==> src/rtl/reg_file_sb.sv <==
`default_nettype none
// ============================================================================
// Module      : reg_file_sb
// Description : Two-read / one-write register file with a per-register busy
//               scoreboard and registered busy count. Optional same-cycle
//               write-to-read bypass is enabled by defining RF_BYPASS_EN.
// Revision    : 1.0 - initial release
// ============================================================================
module reg_file_sb #(
    parameter int DATA_W   = 32,
    parameter int ADDR_W   = 5,
    parameter int ZERO_REG = 1
) (
    input  logic              clk,
    input  logic              rst_n,
    input  logic              wren,
    input  logic [ADDR_W-1:0] wr,
    input  logic [DATA_W-1:0] wd,
    input  logic [ADDR_W-1:0] rr1,
    input  logic [ADDR_W-1:0] rr2,
    output logic [DATA_W-1:0] rd1,
    output logic [DATA_W-1:0] rd2,
    input  logic              iss_valid,
    input  logic [ADDR_W-1:0] iss_rd,
    output logic              busy1,
    output logic              busy2,
    output logic [ADDR_W:0]   busy_cnt
);

    localparam int   C_DEPTH = 2**ADDR_W;
    localparam int   C_CNT_W = ADDR_W + 1;
    localparam logic C_ZERO  = (ZERO_REG != 0);

    logic [DATA_W-1:0]  regs_q [C_DEPTH];
    logic [C_DEPTH-1:0] busy_q;
    logic [C_DEPTH-1:0] busy_d;
    logic [C_CNT_W-1:0] busy_cnt_q;
    logic [C_CNT_W-1:0] busy_cnt_d;

    logic              w_wr_en;
    logic              w_set_en;
    logic              w_inc;
    logic              w_dec;
    logic [DATA_W-1:0] w_rd1_store;
    logic [DATA_W-1:0] w_rd2_store;

    assign w_wr_en  = wren && !(C_ZERO && (wr == '0));
    assign w_set_en = iss_valid && !(C_ZERO && (iss_rd == '0));

    // Set is applied after clear so a same-index collision leaves the bit set.
    always_comb begin
        busy_d = busy_q;
        if (w_wr_en) begin
            busy_d[wr] = 1'b0;
        end
        if (w_set_en) begin
            busy_d[iss_rd] = 1'b1;
        end
    end

    assign w_inc      = w_set_en && !busy_q[iss_rd];
    assign w_dec      = w_wr_en && busy_q[wr] && !(w_set_en && (iss_rd == wr));
    assign busy_cnt_d = busy_cnt_q + C_CNT_W'(w_inc) - C_CNT_W'(w_dec);

    always_ff @(posedge clk or negedge rst_n) begin
        if (!rst_n) begin
            for (int i = 0; i < C_DEPTH; i++) begin
                regs_q[i] <= '0;
            end
            busy_q     <= '0;
            busy_cnt_q <= '0;
        end else begin
            if (w_wr_en) begin
                regs_q[wr] <= wd;
            end
            busy_q     <= busy_d;
            busy_cnt_q <= busy_cnt_d;
        end
    end

    assign w_rd1_store = (C_ZERO && (rr1 == '0)) ? '0 : regs_q[rr1];
    assign w_rd2_store = (C_ZERO && (rr2 == '0)) ? '0 : regs_q[rr2];
    assign busy_cnt    = busy_cnt_q;

`ifdef RF_BYPASS_EN
    logic w_byp1;
    logic w_byp2;
    logic w_iss1;
    logic w_iss2;

    // Bypass is gated by rst_n so reads stay zero throughout reset.
    assign w_byp1 = rst_n && w_wr_en && (wr == rr1);
    assign w_byp2 = rst_n && w_wr_en && (wr == rr2);
    assign w_iss1 = rst_n && w_set_en && (iss_rd == rr1);
    assign w_iss2 = rst_n && w_set_en && (iss_rd == rr2);

    assign rd1   = w_byp1 ? wd     : w_rd1_store;
    assign rd2   = w_byp2 ? wd     : w_rd2_store;
    assign busy1 = w_byp1 ? w_iss1 : busy_q[rr1];
    assign busy2 = w_byp2 ? w_iss2 : busy_q[rr2];
`else
    assign rd1   = w_rd1_store;
    assign rd2   = w_rd2_store;
    assign busy1 = busy_q[rr1];
    assign busy2 = busy_q[rr2];
`endif

endmodule
`default_nettype wire
==> config.mk <==
export PLATFORM = sky130hd
export DESIGN_NAME = reg_file_sb
export DESIGN_NICKNAME = d
export VERILOG_FILES = /design/src/rtl/reg_file_sb.sv
export SDC_FILE = /design/constraint.sdc
export NUM_CORES = 2
export LEC_CHECK = 0
export ABC_AREA = 1
export ABC_CLOCK_PERIOD_IN_PS = 5200
export CAP_MARGIN = 10
export CORE_UTILIZATION = 35
export DETAILED_ROUTE_END_ITERATION = 12
export GPL_ROUTABILITY_DRIVEN = 0
export PLACE_DENSITY = 0.6
export SETUP_SLACK_MARGIN = 0.15
export SYNTH_ARGS = -nofsm -noshare
export SYNTH_HDL_FRONTEND = slang
export SYNTH_SLANG_ARGS = --single-unit
==> constraint.sdc <==
create_clock -name clk -period 5.2 [get_ports clk]
set_clock_uncertainty 0.2 [all_clocks]
set_input_delay 1.04 -clock clk [delete_from_list [all_inputs] [get_ports clk]]
set_output_delay 1.04 -clock clk [all_outputs]
set_load 0.02 [all_outputs]
==> impl_metrics.ini <==
[floorplanning]
die_w_um = 415
io_pins = 128
die_y_um = 415
core_um2 = 169000
initial_core_util_pct = 35.2
fp-row-count = 151
fp.dieArea_um2 = 172000

[critical_path]
critPathRequiredTime_ns = 3.96
cp_data_arrival_time_ns = 3.53
r2r_end = busy_cnt[4]
reg2reg_depth = 15
rr_startpoint = busy_q[23]
cp-start-kind = primary input
cp_max_fo = 36
ff2ff_setup_slack_ns = 2.36
criticalPathCategory = primary input to output port
end_kind = output port

[clock_network]
cts_tree = done
cts_buffers = 115
ctsHoldBuffers = 0
htreeDepth = 3
clk_path_buf_depth = 3
cts_resized = 0
clkTransAtPathRegs_ns = 0.06
cts_sinks = 1062
root_buffer = clkbuf_16
clk_latency_ns = 0.74
cts_setup_buffers = 0

[placed_design]
port_buffers = 127
dp_hpwl_um = 143000
placed_cells = 10555

[synthesis]
yosysTopAreaCellShare_pct = 44.6
yosysTopAreaCell = dfrtp_1
ys_types = 28
yosys_warnings = 0
synth_area_um2 = 59600
syn_avg_cell_area_um2 = 6.80
synthCells = 8767
synth_edf_count = 0
synthFlopType = dfrtp_1
synthTopCellsByArea = dfrtp_1 45%, nand2_1 21%, nand3_1 12%
syn_nets = 8830
ys_top_cells_by_count = 3393 x nand2_1, 1401 x nand3_1, 1062 x dfrtp_1, 893 x o21ai_0, 569 x nor2_1
yosysSeqAreaShare_pct = 44.6
synth_most_common_cell = nand2_1
async_reset_ff_share_pct = 100
synth-seq-cells = 1062

[global_routing]
antenna_found_initial = 2
gr-total-overflow = 0
grt_usage_pct = 27.8
grt_first_pass_wirelength_um = 368000
first_global_vias = 57349
grt_max_degree = 113

[sta]
worst_pin_slew_ns = 1.20
max_slew_margin_pct = 19.9
layout_min_cycle_time_ns = 4.77
drv_slew = 0
rsz0062_at_grt = false
fmax_mhz = 210
fin_crit_sh_pct = 91.8
finalSetupTns_ns = 0
setup_viol = 0
finalHoldViolations = 0

[power_and_ir_drop]
ir_drop_mv = 0.287
p_leak_nw = 31.4
power.density_nw_per_um2 = 386

[drt]
wl_um = 244000
drt_iter0_markers = 7350
vias = 60655
ant_nets = 0
vias_per_cell = 5.63
drc_errors = 0
drt_first_pass_iters = 8
post_drt_wl_per_cell_um = 22.6

[finish]
syn2layout_area_growth_pct = 13.5
stdcell_count = 10772
nNetsFinal = 8517
drive_gt1_share_pct = 6.37
fill_cells = 17460
regArea_um2 = 26600
multi_input_area_um2 = 29100

[flow_run]
maxCapViolCount = 0

[worst_hold_path]
hold_path_depth = 0
hold-path-endpoint = busy_q[0]
hold_class = flip-flop to flip-flop
hp-start = busy_q[0]

[status]
status = finished clean
how the worst max path moves through the flow:
stage / from / endpoint / slack (ns) / depth (start not counted)
detailed placement: rr1[0] / rd1[4] / 0.50 / 12
floorplan: rr1[0] / rd1[10] / 1.53 / 12
finish: rr1[0] / rd1[4] / 0.43 / 10
CTS: rr1[0] / rd1[10] / 0.50 / 13
global placement: rr1[0] / rd1[10] / 0.46 / 13
global route: rr1[0] / rd1[4] / 0.37 / 12
through the flow:
stage          power [mW]  hold WS, ns  cell area (um2)  setup slack (ns)  util [%]
2_1_floorplan        14.8        0.229            59600              1.53         -
3_3_place_gp         16.7        0.169            63400             0.460      37.4
3_5_place_dp         16.8        0.168            63400             0.505      37.4
6_report             26.1        0.177            67600             0.428      40.0
5_1_grt              27.4        0.191            67600             0.366      40.0
4_1_cts              26.1        0.181            67600             0.496      40.0
state kept, by name (all words and copies together) (netlist names):
name      flops
regs_q     1024
busy_cnt      6
busy_q       32
per-layer routing:
metal  vias up  GRT usage [%]  share of wire, %
met1     28926           35.4                39
met2      3223           43.6                44
met3       695           3.89               8.5
met5         -              0            0.0025
li1      27809              -                 -
met4         2           19.2               7.5
layout make-up:
cell class,instances,share of cell area [%]
Multi-Input combinational cell,6737,43.1
Sequential cell,1062,39.3
Timing Repair Buffer,369,6.26
Clock buffer,158,4.99
Tap cell,2218,4.10
Clock inverter,58,1.31
Inverter,169,1.01
Antenna cell,1,0.00370
critical path: stages:
cell,delay (ns)
buf_8,0.17
inv_8,0.30
buf_4,0.42
o21ai_0,0.11
o21ai_0,0.17
nor2_1,0.07
nor2_1,0.10
nor2_1,0.05
nor2_1,0.35
clkdlybuf4s50_1,0.69
cell usage in the layout, fill, tap and decap left out, drive strengths merged:
cell type	Yosys	layout
fa	1	1
clkbuf	483	158
a22oi	2	2
nor2	572	572
diode	0	1
ha	6	6
bufinv	0	21
o32ai	3	3
nand3	1401	1401
dfrtp	1062	1062
nor3	17	17
buf	316	291
o211ai	42	42
clkinvlp	0	8
a21oi	360	360
clkdlybuf4s50	0	78
nand4	1	1
xor2	8	8
o21ai	907	907
clkinv	2	27
inv	167	171
nand2	3394	3394
o22ai	22	22
xnor2	1	1
where the power goes:
| group | internal [mW] | switching, mW |
|---|---|---|
| combinational | 2.11 | 3.45 |
| clock | 5.57 | 3.74 |
| sequential | 9.92 | 1.32 |
cells by family after synthesis:
kind of cell | synth area share [%]
AND/OR/NAND/NOR | 36.9
AO/OA/AOI/OAI | 11.5
flip-flops | 44.6
XOR/XNOR | 0.132
adder cells (fa/ha/maj) | 0.160
buffers and inverters | 6.70
No activity file was read; power rests on OpenSTA's default activity.
